`src/rtl/muldiv_sequencer.sv`:
```
// Iterative RV32M multiply/divide unit for the EX stage.
// Radix-2 shift-add multiply and restoring divide on operand magnitudes,
// one step per cycle, followed by a sign-fix cycle and a one-cycle done pulse.
// Divide-by-zero and signed overflow can bypass the iteration (FAST_SPEC=1).
module muldiv_sequencer #(
    parameter int XLEN      = 32,
    parameter bit FAST_SPEC = 1'b1
) (
    input  logic            clk,
    input  logic            reset_n,
    input  logic            start,
    input  logic [2:0]      funct3,
    input  logic [XLEN-1:0] srca,
    input  logic [XLEN-1:0] srcb,
    input  logic            flush,
    output logic            stall,
    output logic            done,
    output logic [XLEN-1:0] result
);

    localparam int            CW   = $clog2(XLEN);
    localparam logic [CW-1:0] LAST = CW'(XLEN - 1);

    typedef enum logic [1:0] {
        IDLE = 2'd0,
        CALC = 2'd1,
        FIX  = 2'd2,
        DONE = 2'd3
    } state_t;

    state_t              state_r;
    logic [CW-1:0]       count_r;
    logic [2:0]          op_r;
    logic                sign_a_r;
    logic                sign_b_r;
    logic                divzero_r;
    logic [XLEN-1:0]     opnd_r;    // multiplicand for mul, divisor for div
    logic [2*XLEN-1:0]   acc_r;     // mul: {hi,lo} product; div: {remainder, quotient}
    logic                done_r;
    logic [XLEN-1:0]     result_r;

    logic                a_signed_s;
    logic                b_signed_s;
    logic                sign_a_s;
    logic                sign_b_s;
    logic [XLEN-1:0]     a_mag_s;
    logic [XLEN-1:0]     b_mag_s;
    logic                divzero_s;
    logic                ovf_s;
    logic                special_s;
    logic [XLEN-1:0]     opnd_init_s;
    logic [2*XLEN-1:0]   acc_init_s;
    logic [XLEN:0]       sum_s;
    logic [XLEN:0]       shifted_s;
    logic [XLEN-1:0]     diff_s;
    logic [2*XLEN-1:0]   acc_step_s;
    logic [2*XLEN-1:0]   prod_s;
    logic [XLEN-1:0]     quot_s;
    logic [XLEN-1:0]     rem_s;
    logic [XLEN-1:0]     fix_s;

    // Two's-complement negate, single width
    function automatic logic [XLEN-1:0] neg_w(input logic [XLEN-1:0] v);
        return ~v + {{(XLEN-1){1'b0}}, 1'b1};
    endfunction

    // Two's-complement negate, double width (full product)
    function automatic logic [2*XLEN-1:0] neg_d(input logic [2*XLEN-1:0] v);
        return ~v + {{(2*XLEN-1){1'b0}}, 1'b1};
    endfunction

    // Decode the request: operand signedness, magnitudes, special cases, initial datapath state
    always_comb begin
        a_signed_s = 1'b0;
        b_signed_s = 1'b0;
        case (funct3)
            3'b001:  begin a_signed_s = 1'b1; b_signed_s = 1'b1; end
            3'b010:  begin a_signed_s = 1'b1; b_signed_s = 1'b0; end
            3'b100:  begin a_signed_s = 1'b1; b_signed_s = 1'b1; end
            3'b110:  begin a_signed_s = 1'b1; b_signed_s = 1'b1; end
            default: begin a_signed_s = 1'b0; b_signed_s = 1'b0; end
        endcase
        sign_a_s  = a_signed_s & srca[XLEN-1];
        sign_b_s  = b_signed_s & srcb[XLEN-1];
        a_mag_s   = sign_a_s ? neg_w(srca) : srca;
        b_mag_s   = sign_b_s ? neg_w(srcb) : srcb;
        divzero_s = funct3[2] & (srcb == {XLEN{1'b0}});
        ovf_s     = funct3[2] & ~funct3[0]
                  & (srca == {1'b1, {(XLEN-1){1'b0}}})
                  & (srcb == {XLEN{1'b1}});
        special_s = divzero_s | ovf_s;
        // The skipped divide-by-zero path preloads the answer the iteration would reach:
        // remainder = dividend magnitude, quotient = all ones. Overflow needs no preload:
        // quotient = |0x80000000| with zero remainder is already correct.
        if (funct3[2]) begin
            opnd_init_s = b_mag_s;
            if (FAST_SPEC && divzero_s) begin
                acc_init_s = {a_mag_s, {XLEN{1'b1}}};
            end else begin
                acc_init_s = {{XLEN{1'b0}}, a_mag_s};
            end
        end else begin
            opnd_init_s = a_mag_s;
            acc_init_s  = {{XLEN{1'b0}}, b_mag_s};
        end
    end

    // One iteration step: shift-add for multiply, restoring subtract for divide
    always_comb begin
        sum_s      = {1'b0, acc_r[2*XLEN-1:XLEN]}
                   + (acc_r[0] ? {1'b0, opnd_r} : {(XLEN+1){1'b0}});
        shifted_s  = {acc_r[2*XLEN-1:XLEN], acc_r[XLEN-1]};
        // Only used when shifted_s >= divisor, so the true difference fits in XLEN bits
        diff_s     = shifted_s[XLEN-1:0] - opnd_r;
        acc_step_s = acc_r;
        if (op_r[2]) begin
            if (shifted_s >= {1'b0, opnd_r}) begin
                acc_step_s = {diff_s, acc_r[XLEN-2:0], 1'b1};
            end else begin
                acc_step_s = {shifted_s[XLEN-1:0], acc_r[XLEN-2:0], 1'b0};
            end
        end else begin
            acc_step_s = {sum_s, acc_r[XLEN-1:1]};
        end
    end

    // Sign correction and field selection for the final result
    always_comb begin
        prod_s = (sign_a_r ^ sign_b_r) ? neg_d(acc_r) : acc_r;
        quot_s = divzero_r ? {XLEN{1'b1}}
               : ((sign_a_r ^ sign_b_r) ? neg_w(acc_r[XLEN-1:0]) : acc_r[XLEN-1:0]);
        rem_s  = sign_a_r ? neg_w(acc_r[2*XLEN-1:XLEN]) : acc_r[2*XLEN-1:XLEN];
        case (op_r)
            3'b000:                 fix_s = prod_s[XLEN-1:0];
            3'b001, 3'b010, 3'b011: fix_s = prod_s[2*XLEN-1:XLEN];
            3'b100, 3'b101:         fix_s = quot_s;
            3'b110, 3'b111:         fix_s = rem_s;
            default:                fix_s = {XLEN{1'b0}};
        endcase
    end

    // Pipeline hold: asserted from the accepting cycle through FIX, released in DONE
    always_comb begin
        stall = 1'b0;
        if ((state_r == IDLE) && start && !flush) begin
            stall = 1'b1;
        end else if ((state_r == CALC) || (state_r == FIX)) begin
            stall = 1'b1;
        end else begin
            stall = 1'b0;
        end
    end

    // Sequencer FSM with registered datapath, done pulse and result
    always_ff @(posedge clk) begin
        if (!reset_n) begin
            state_r   <= IDLE;
            count_r   <= {CW{1'b0}};
            op_r      <= 3'b000;
            sign_a_r  <= 1'b0;
            sign_b_r  <= 1'b0;
            divzero_r <= 1'b0;
            opnd_r    <= {XLEN{1'b0}};
            acc_r     <= {(2*XLEN){1'b0}};
            done_r    <= 1'b0;
            result_r  <= {XLEN{1'b0}};
        end else begin
            case (state_r)
                IDLE: begin
                    done_r <= 1'b0;
                    if (start && !flush) begin
                        op_r      <= funct3;
                        sign_a_r  <= sign_a_s;
                        sign_b_r  <= sign_b_s;
                        divzero_r <= divzero_s;
                        opnd_r    <= opnd_init_s;
                        acc_r     <= acc_init_s;
                        count_r   <= {CW{1'b0}};
                        if (FAST_SPEC && special_s) begin
                            state_r <= FIX;
                        end else begin
                            state_r <= CALC;
                        end
                    end else begin
                        state_r <= IDLE;
                    end
                end
                CALC: begin
                    done_r <= 1'b0;
                    if (flush) begin
                        state_r <= IDLE;
                    end else begin
                        acc_r   <= acc_step_s;
                        count_r <= count_r + {{(CW-1){1'b0}}, 1'b1};
                        if (count_r == LAST) begin
                            state_r <= FIX;
                        end else begin
                            state_r <= CALC;
                        end
                    end
                end
                FIX: begin
                    if (flush) begin
                        done_r  <= 1'b0;
                        state_r <= IDLE;
                    end else begin
                        result_r <= fix_s;
                        done_r   <= 1'b1;
                        state_r  <= DONE;
                    end
                end
                DONE: begin
                    done_r  <= 1'b0;
                    state_r <= IDLE;
                end
                default: begin
                    done_r  <= 1'b0;
                    state_r <= IDLE;
                end
            endcase
        end
    end

    assign done   = done_r;
    assign result = result_r;

endmodule

```
`config.mk`:
```
export PLATFORM = sky130hd
export DESIGN_NAME = muldiv_sequencer
export DESIGN_NICKNAME = d
export VERILOG_FILES = /design/src/rtl/muldiv_sequencer.sv
export SDC_FILE = /design/constraint.sdc
export NUM_CORES = 1
export LEC_CHECK = 0
export ABC_AREA = 1
export BUFFER_PORTS_ARGS = -buffer_cell sky130_fd_sc_hd__buf_2
export CAP_MARGIN = 15
export CORE_UTILIZATION = 48
export DETAILED_ROUTE_END_ITERATION = 10
export GPL_TIMING_DRIVEN = 1
export HOLD_SLACK_MARGIN = 0.03
export PLACE_DENSITY_LB_ADDON = 0.15
export SYNTH_ARGS = -nofsm -noshare
export SYNTH_HDL_FRONTEND = slang
export SYNTH_SLANG_ARGS = --single-unit
```
`constraint.sdc`:
```
create_clock -name clk -period 3.95 [get_ports clk]
set_input_delay 0.1975 -clock clk [delete_from_list [all_inputs] [get_ports clk]]
set_output_delay 0.1975 -clock clk [all_outputs]
set_load 0.005 [all_outputs]
```
**Word level (Yosys, flattened, before mapping)**

Index checks and enable logic that the tools add are counted.

- Bits in read-only memories: 0
- Input port bits: 71
- Memories: 0
- Bits in latches: 0
- Word-level logic and storage cells: 102
- Memory bits (writable): 0
- Flip-flop bits (word level): 142

- Shifts and indexed selects: 0
- Equality and inequality tests: 19
- Mux-type cells: 31
- Bitwise logic cells: 15
- Add/subtract/negate cells: 8
- Div/mod/pow operators: 0
- Reduce and logical (&&, ||, !) cells: 18
- Magnitude comparators: 1
- Multiply operators: 0

Operator list:

| cell | number |
|---|---|
| $mux W64 | 7 |
| $mux W32 | 7 |
| $add A32 B1 Y32 const B | 4 |
| $not A32 Y32 | 4 |
| $pmux W32 S4 | 1 |
| $pmux W64 S2 | 1 |
| $add A64 B1 Y64 const B | 1 |
| $eq A32 B32 Y1 const B | 2 |
| $not A64 Y64 | 1 |
| $add A32 B32 Y33 | 1 |
| $ge A33 B32 Y1 | 1 |
| $logic_not A32 Y1 | 1 |
| $sub A32 B32 Y32 | 1 |
| $eq A3 B3 Y1 const B | 6 |
| $mux W2 | 5 |
| $mux W5 | 2 |
| $pmux W5 S2 | 1 |
| $eq A3 B2 Y1 const B | 3 |
| $reduce_or A3 Y1 | 3 |
| $pmux W2 S4 | 1 |
| $and A1 B1 Y1 | 6 |
| $eq A3 B1 Y1 const B | 2 |
| $add A5 B1 Y5 const B | 1 |
| $eq A5 B5 Y1 const B | 1 |
| 19 further kinds | 29 |

**Depth between registers and ports, before layout**

Gate-level depths: netlist (run 1).

- Depth in word-level cells: 9
- Depth in mapped cells: 20
- Depth with buffers taken out: 18

**Worst setup path after synthesis (run 1)**

OpenSTA, ideal clock, no wires.

- Path type: reg2reg
- Start: register acc_r[0]
- End: register acc_r[57]
- Data arrival time: 2.248 ns
- Period minus slack after synthesis: 2.318 ns
- Stages on the path, launching flop included: 20
- Setup slack: 1.632 ns
- Cell sequence: dfxtp_1 buf_4 clkbuf_1 nand2_1 inv_1 ha_1 fa_1 nand3_1 nand2_1 nand2_1 nand2_1 nand2_1 nand3_1 nand2_1 nand3_1 nand2_1 nand3_1 nand2_1 nand2_1 a21oi_1

- Cells in the longest elaborated chain, start to end: 5

Ends and longest elaborated chain:

| element | line | text |
|---|---|---|
| start: declaration | 38 | `logic [2*XLEN-1:0] acc_r;` |
| start signal: assignment | 164 | `acc_r <= {(2*XLEN){1'b0}};` |
| start signal: assignment | 177 | `acc_r <= acc_init_s;` |
| start signal: assignment | 193 | `acc_r <= acc_step_s;` |
| $mux W32 | 111 | `+ (acc_r[0] ? {1'b0, opnd_r} : {(XLEN+1){1'b0}});` |
| $add A32 B32 Y33 | 111 |  |
| $mux W64 | 116 | `if (op_r[2]) begin` |
| $mux W64 | 190 | `if (flush) begin` |
| $pmux W64 S2 | 168 | `case (state_r)` |

No other way between the ends. The select of a mux whose other input is x is not followed.
A chain may end at the register's enable or synchronous reset.

**Worst setup path in the final report (run 1)**

- Start: register acc_r[32]
- End: register result_r[12] (netlist: result[12])

- Cells in the longest elaborated chain, start to end: 4

Ends and longest elaborated chain:

| element | line | text |
|---|---|---|
| $not A64 Y64 / $not A32 Y32 (equally long branches) | 69, 64 |  |
| $add A64 B1 Y64 / $add A32 B1 Y32 (equally long branches) | 69, 64 |  |
| $mux W64 / $mux W32 (equally long branches) | 129, 132 |  |
| $pmux W32 S4 * | 133 | `case (op_r)` |
| end signal: assignment | 166 | `result_r <= {XLEN{1'b0}};` |
| end signal: assignment | 207 | `result_r <= fix_s;` |
| end: declaration | 40 | `logic [XLEN-1:0] result_r;` |

Every way passes the cells marked *; elsewhere a longest branch is shown, timed or not.

==> impl_metrics.py, run 1 <==
metrics = {
    "critical_path": {
        "worst-endpoint-arrival_ns": 3.63,
        "start_kind": "register",
        "end_kind": "register",
        "path_delay_family": "compound AO/OA/AOI/OAI gates",
        "worstPathBufferInverterCount": 3,
        "crit_chain": "inv_1 -> ha_1 -> nand2_1 -> nor2_1 -> inv_1 -> o21ai_1 -> o21ai_0 -> a21oi_1 -> a21oi_1 -> nand3_1 -> nand2_1 -> inv_1",
        "crit_path_max_fanout": 7,
        "worst_path_largest_cell_delay_ns": 0.47,
        "cpMostUsedCell": "inv_1",
        "crit_type": "reg2reg",
        "slowest_stage": "o21ai_1",
        "reg2reg_slack_ns": 0.74,
        "worstPathRequired_ns": 4.37,
    },
    "synth": {
        "synth.yosys.warnings": 0,
        "synth_area_mm2": 0.0179,
        "synth.ff_latch_count": 142,
        "synth_cell_types": 52,
        "synth_edf_count": 0,
        "async_flop_share": 0,
        "synthFlopType": "dfxtp_1",
        "syn_inst": 3345,
        "syn_avg_cell_area_um2": 5.36,
        "synth_nets": 3493,
        "ys_seq_area_frac": 0.158,
    },
    "timing": {
        "min_period_ns": 3.21,
        "tightest_slew_ns": 1.11,
        "rsz0062_at_grt": "false",
        "hold_viol_final": 0,
        "fin_ws_ns": 0.738,
        "fmax_ghz": 0.311,
        "tns_ns": 0,
        "setup_viol_count_final": 0,
        "skew_ns": 0.0145,
        "holdWs_ns": 0.0725,
        "fin_crit_sh": 0.813,
        "max_slew_margin": 0.262,
        "drv_slew": 0,
    },
    "global_routing": {
        "grt_max_degree": 91,
        "grt-ovfl-total": 0,
        "antenna_found_initial": 1,
        "grt_pass1_vias": 20876,
        "grt_pass1_wl_um": 126000,
        "grt.total_usage": 0.442,
    },
    "routing": {
        "drc": 0,
        "wire_per_inst_um": 22.1,
        "vias": 23259,
        "avgViaCountPerCell": 6.01,
        "finalWirelength_um": 85700,
        "drtAntennaViolNets": 0,
        "drt_iter0_markers": 3211,
        "first_pass_iters": 9,
    },
    "pwr": {
        "switching_share": 0.488,
        "p_int_mw": 3.22,
        "p_sw_mw": 3.07,
        "ir_worst_vdd_uv": 303,
        "p_comb_frac": 0.466,
        "p_clk_frac": 0.275,
        "seqPwrFrac": 0.259,
        "power_mw": 6.30,
        "leakagePower_nw": 9.96,
        "power_density_mw_per_mm2": 324,
    },
    "floorplan": {
        "rows": 70,
        "chipWidth_um": 195,
        "die_area_mm2": 0.0381,
        "start_util": 0.489,
        "fp.dieH_um": 195,
        "ios": 105,
        "core_area_mm2": 0.0367,
    },
    "cts": {
        "cts_buffers": 17,
        "htree_levels": 4,
        "clockBufferDepth": 2,
        "cts_sinks": 142,
        "clock_latency_ns": 0.47,
        "path_clk_slew_ns": 0.07,
        "cts_root_buffer": "clkbuf_16",
        "cts_tree": "done",
        "cts_setup_buffers": 0,
    },
    "placed_design": {
        "dp_hpwl_um": 69100,
        "numPortBuffers": 104,
        "gp_congestion": 1.15,
        "place_area_mm2": 0.0188,
        "dp_slack_ns": 0.980,
    },
    "finish": {
        "synthToLayoutAreaGrowth_pct": 8.45,
        "final_common_cell": "nand2_1",
        "nets": 3539,
        "final_layout_size_suffix_gt1_frac": 0.0729,
        "fillerInstances": 3969,
        "layout_common_cells": "nand2_1 (1005), inv_1 (437), nor2_1 (410)",
        "stdcell_area_mm2": 0.0195,
    },
    "job": {
        "drv_cap": 0,
    },
    "hold_path": {
        "min_path_type": "in2reg",
    },
    "run_status": {
        "status": "finished clean",
    },
}
cells in the mapped netlist, types with 18 or more instances:
cell type	number	area, µm²
nand4_1	41	257
nand2_1	1005	3770
dfxtp_1	142	2840
o21ai_1	18	90.1
buf_2	24	120
xor2_1	86	753
a21oi_1	257	1290
o21bai_1	26	195
ha_1	75	938
inv_2	18	67.6
o211ai_1	26	195
clkbuf_1	81	304
o21ai_0	244	1220
nand3_1	256	1280
inv_1	437	1640
nor2_1	410	1540
nor3_1	29	145
power by group through the flow:
stage | sequential [mW] | clock (mW) | combinational (mW)
floorplan | 1.60 | 0 | 1.88
global placement | 1.66 | 0 | 2.77
detailed placement | 1.66 | 0 | 2.79
CTS | 1.62 | 1.72 | 2.81
global route | 1.63 | 1.78 | 3.15
finish | 1.63 | 1.73 | 2.93
cells by family (layout without fill, tap and decap cells):
family                   after synthesis  in the layout  synth area share
other                                  0              1                 0
flip-flops                           142            142             0.158
XOR/XNOR                             102            102            0.0498
buffers and inverters                582            641             0.127
AO/OA/AOI/OAI                        624            624             0.188
AND/OR/NAND/NOR                     1817           1817             0.421
adder cells (fa/ha/maj)               77             77            0.0545
multiplexers                           1              1          0.000558
layer usage:
| metal | wire length [µm] | track usage |
|---|---|---|
| met2 | 35000 | 0.651 |
| met3 | 11100 | 0.122 |
| met1 | 33200 | 0.559 |
| met4 | 6470 | 0.298 |
| met5 | 0 | 0 |
per-stage QoR:
stage / util / cells
CTS: 0.530 / 3872
floorplan: - / 3345
global placement: 0.513 / 3838
finish: 0.530 / 3873
detailed placement: 0.513 / 3839
global route: 0.530 / 3872
worst register-to-register path: stages, from the launching register on:
cell and delay, ns:
dfxtp_1 0.45, inv_1 0.34, ha_1 0.32, nand2_1 0.15, nor2_1 0.44, inv_1 0.17
o21ai_1 0.47, o21ai_0 0.16, a21oi_1 0.37, a21oi_1 0.08, nand3_1 0.12, nand2_1 0.06
inv_1 0.04
area by class of cell:
| type | instances | area (µm²) | area share |
|---|---|---|---|
| antenna | 1 | 2.50 | 0.000129 |
| tap | 468 | 586 | 0.0301 |
| inverter | 459 | 1720 | 0.0886 |
| multi-input combinational | 2621 | 12800 | 0.659 |
| timing repair buffer | 150 | 876 | 0.0450 |
| clock buffer | 18 | 439 | 0.0226 |
| clock inverter | 14 | 168 | 0.00862 |
| sequential | 142 | 2840 | 0.146 |
registers in the layout (all words and copies together), names as in the netlist:
register and count:
count_r 5, op_r 3, opnd_r 32, acc_r 64
result 32, sign_a_r 1, state_r 2, divzero_r 1
sign_b_r 1, done 1
worst paths after layout:
path | end | from | cells after the start
max | result[12] | acc_r[32] | 12
min | opnd_r[0] | srca[0] | 3
max reg2reg | result[12] | acc_r[32] | 12
min reg2reg | result[21] | result[21] | 2
what timing repair did:
item,CTS,global route
hold buffers,1,0
hold endpoints to repair,1,0
gates resized for setup,0,0
No activity file was read; power rests on OpenSTA's default activity.
==> run 2, diff against run 1 <==
==> constraint.sdc (replaced) <==
create_clock -name clk -period 3 [get_ports clk]
set_input_delay 0.15 -clock clk [delete_from_list [all_inputs] [get_ports clk]]
set_output_delay 0.15 -clock clk [all_outputs]
set_load 0.005 [all_outputs]
==> run 2 against run 1 <==
Net effect: total power increased by 32%; count of clock-buffer cells in the layout decreased by 1; clock skew increased by 0.0026 ns; clock power increased by 26%; hold slack improved by 0.029 ns; via count increased by 0.78%; register-to-register slack got worse by 0.63 ns; critical path depth increased by 4; fmax increased by 11%.
==> impl_metrics.py, run 2 (synthesized netlist as in run 1, its figures left out) <==
metrics = {
    "routing": {
        "drt_iter0_markers": 3525,
        "top_layer": "met5",
        "routed-wl-met2_um": 35600,
        "drc": 0,
        "first_pass_iters": 6,
        "wl_met1_um": 34100,
        "vias": 23440,
        "wire_per_inst_um": 22.0,
        "drtAntennaViolNets": 0,
        "met3_length_um": 10900,
        "avgViaCountPerCell": 5.99,
        "finalWirelength_um": 85900,
    },
    "job": {
        "drv_cap": 0,
    },
    "pwr": {
        "power_density_mw_per_mm2": 420,
        "power_mw": 8.32,
        "ir_worst_vdd_uv": 412,
        "leakagePower_nw": 10.2,
    },
    "finish": {
        "nets": 3581,
        "layout_common_cells": "nand2_1 (1004), inv_1 (437), nor2_1 (408)",
        "fillerInstances": 3977,
        "synthToLayoutAreaGrowth_pct": 10.4,
        "final_layout_size_suffix_gt1_frac": 0.0842,
        "largest_register_ffs": 64,
        "final_common_cell": "nand2_1",
        "num_antenna_cells": 0,
        "largest_register": "acc_r",
    },
    "cts": {
        "cts_sinks": 142,
        "htree_levels": 4,
        "path_clk_slew_ns": 0.07,
        "cts_root_buffer": "clkbuf_16",
        "clock_latency_ns": 0.47,
        "cts_tree": "done",
        "clockBufferDepth": 2,
        "cts_buffers": 17,
    },
    "critical_path": {
        "crit_type": "reg2reg",
        "worstRegToRegCells": 16,
        "r2r_start": "opnd_r[15]",
        "path_delay_family": "simple AND/OR/NAND/NOR gates",
        "cpMostUsedCell": "nand2_1",
        "start_kind": "register",
        "end_kind": "register",
        "worstPathRequired_ns": 3.34,
        "crit_chain": "inv_1 -> ha_2 -> nand2_1 -> nor2_2 -> nand2_1 -> nor2_2 -> nand2_1 -> nand2_2 -> nor2_4 -> nand2_2 -> buf_4 -> nand3_1 -> nand2_1 -> nand2_1 -> nand2_1 -> a21oi_1",
        "worst_path_largest_cell_delay_ns": 0.45,
        "worst_r2r_endpoint": "acc_r[57]",
        "crit_path_max_fanout": 7,
        "slowest_stage": "dfxtp_1",
        "startpoint": "opnd_r[15]",
        "worst-endpoint-arrival_ns": 3.24,
        "worstPathBufferInverterCount": 2,
        "reg2reg_slack_ns": 0.10,
    },
    "global_routing": {
        "grt-ovfl-total": 0,
        "grt_pass1_wl_um": 127000,
        "grt.total_usage": 0.443,
        "grt_pass1_vias": 21151,
        "grt_max_degree": 96,
        "antenna_found_initial": 3,
    },
    "floorplan": {
        "ios": 105,
        "chipWidth_um": 195,
        "start_util": 0.489,
        "die_area_mm2": 0.0381,
        "core_area_mm2": 0.0367,
        "fp.dieH_um": 195,
        "rows": 70,
    },
    "placed_design": {
        "dp_hpwl_um": 69300,
        "gp_congestion": 1.13,
        "numPortBuffers": 104,
    },
    "timing": {
        "max_slew_margin": 0.347,
        "drv_slew": 0,
        "setup_viol_count_final": 0,
        "fmax_ghz": 0.345,
        "fin_crit_sh": 0.965,
        "hold_viol_final": 0,
        "skew_ns": 0.0171,
        "tns_ns": 0,
        "tightest_slew_ns": 0.979,
        "rsz0062_at_grt": "false",
        "min_period_ns": 2.90,
    },
    "hold_path": {
        "hold_end": "opnd_r[31]",
        "min_path_type": "in2reg",
        "hp-start": "srcb[31]",
        "hold_path_depth": 3,
    },
    "run_status": {
        "status": "finished clean",
    },
}
==> run 2: cell count changes in the layout (fill, tap and decap cells not counted), sizes merged <==
| cell | before | now |
|---|---|---|
| diode | 1 | 0 |
| clkbuf | 18 | 17 |
| inv | 463 | 462 |
| bufinv | 1 | 0 |
| dlygate4sd3 | 1 | 5 |
| buf | 149 | 187 |
| clkinv | 8 | 11 |
==> run 2: worst register-to-register path: cells and delay by family, from the launching register on <==
kind | cells | cell delay (ns)
buf+inv | 2 | 0.37
flops | 1 | 0.45
simple gates | 12 | 1.44
fa+ha+maj | 1 | 0.43
compound gates | 1 | 0.08
==> run 2: final cells by class <==
class,count,area [µm²],area share
Clock buffer,17,425,0.0215
Multi-Input combinational cell,2621,12800,0.647
Inverter,459,1720,0.0870
Clock inverter,15,148,0.00745
Sequential cell,142,2840,0.144
Tap cell,468,586,0.0296
Timing Repair Buffer,192,1260,0.0634
==> run 2: layer usage <==
layer | global-route usage | vias to the layer above
met5 | 0 | -
met3 | 0.110 | 304
met4 | 0.239 | 6
met2 | 0.668 | 1642
met1 | 0.577 | 10584
li1 | - | 10904
==> run 2: power breakdown <==
group	switching, mW	total (mW)	internal (mW)
Combinational	2.88	4.03	1.14
Clock	1.08	2.18	1.10
Sequential	0.138	2.12	1.98
Total	4.10	8.32	4.22
==> run 2: worst max path at each step <==
stage | endpoint | cells after the start | slack [ns]
2_1_floorplan | acc_r[57] | 19 | 0.68
3_3_place_gp | acc_r[59] | 16 | 0.17
3_5_place_dp | acc_r[57] | 16 | 0.18
4_1_cts | acc_r[57] | 16 | 0.16
5_1_grt | acc_r[59] | 16 | 0.02
6_report | acc_r[57] | 16 | 0.10
==> run 2: what timing repair did <==
action | in CTS | in global routing
endpoints found under the hold margin | 4 | 0
setup endpoints to repair | 0 | 7
buffers inserted | 0 | 0
hold buffers | 5 | 0
gates resized for setup | 0 | 4
==> run 2: stage by stage <==
step / instance area, µm² / worst slack [ns] / instances / util / hold slack (ns)
detailed placement: 19200 / 0.176 / 3877 / 0.523 / 0.389
global placement: 19200 / 0.171 / 3877 / 0.523 / 0.375
CTS: 19800 / 0.159 / 3914 / 0.539 / 0.0748
floorplan: 17900 / 0.682 / 3345 / - / 0.226
finish: 19800 / 0.104 / 3914 / 0.540 / 0.101
global route: 19800 / 0.0179 / 3914 / 0.540 / 0.124
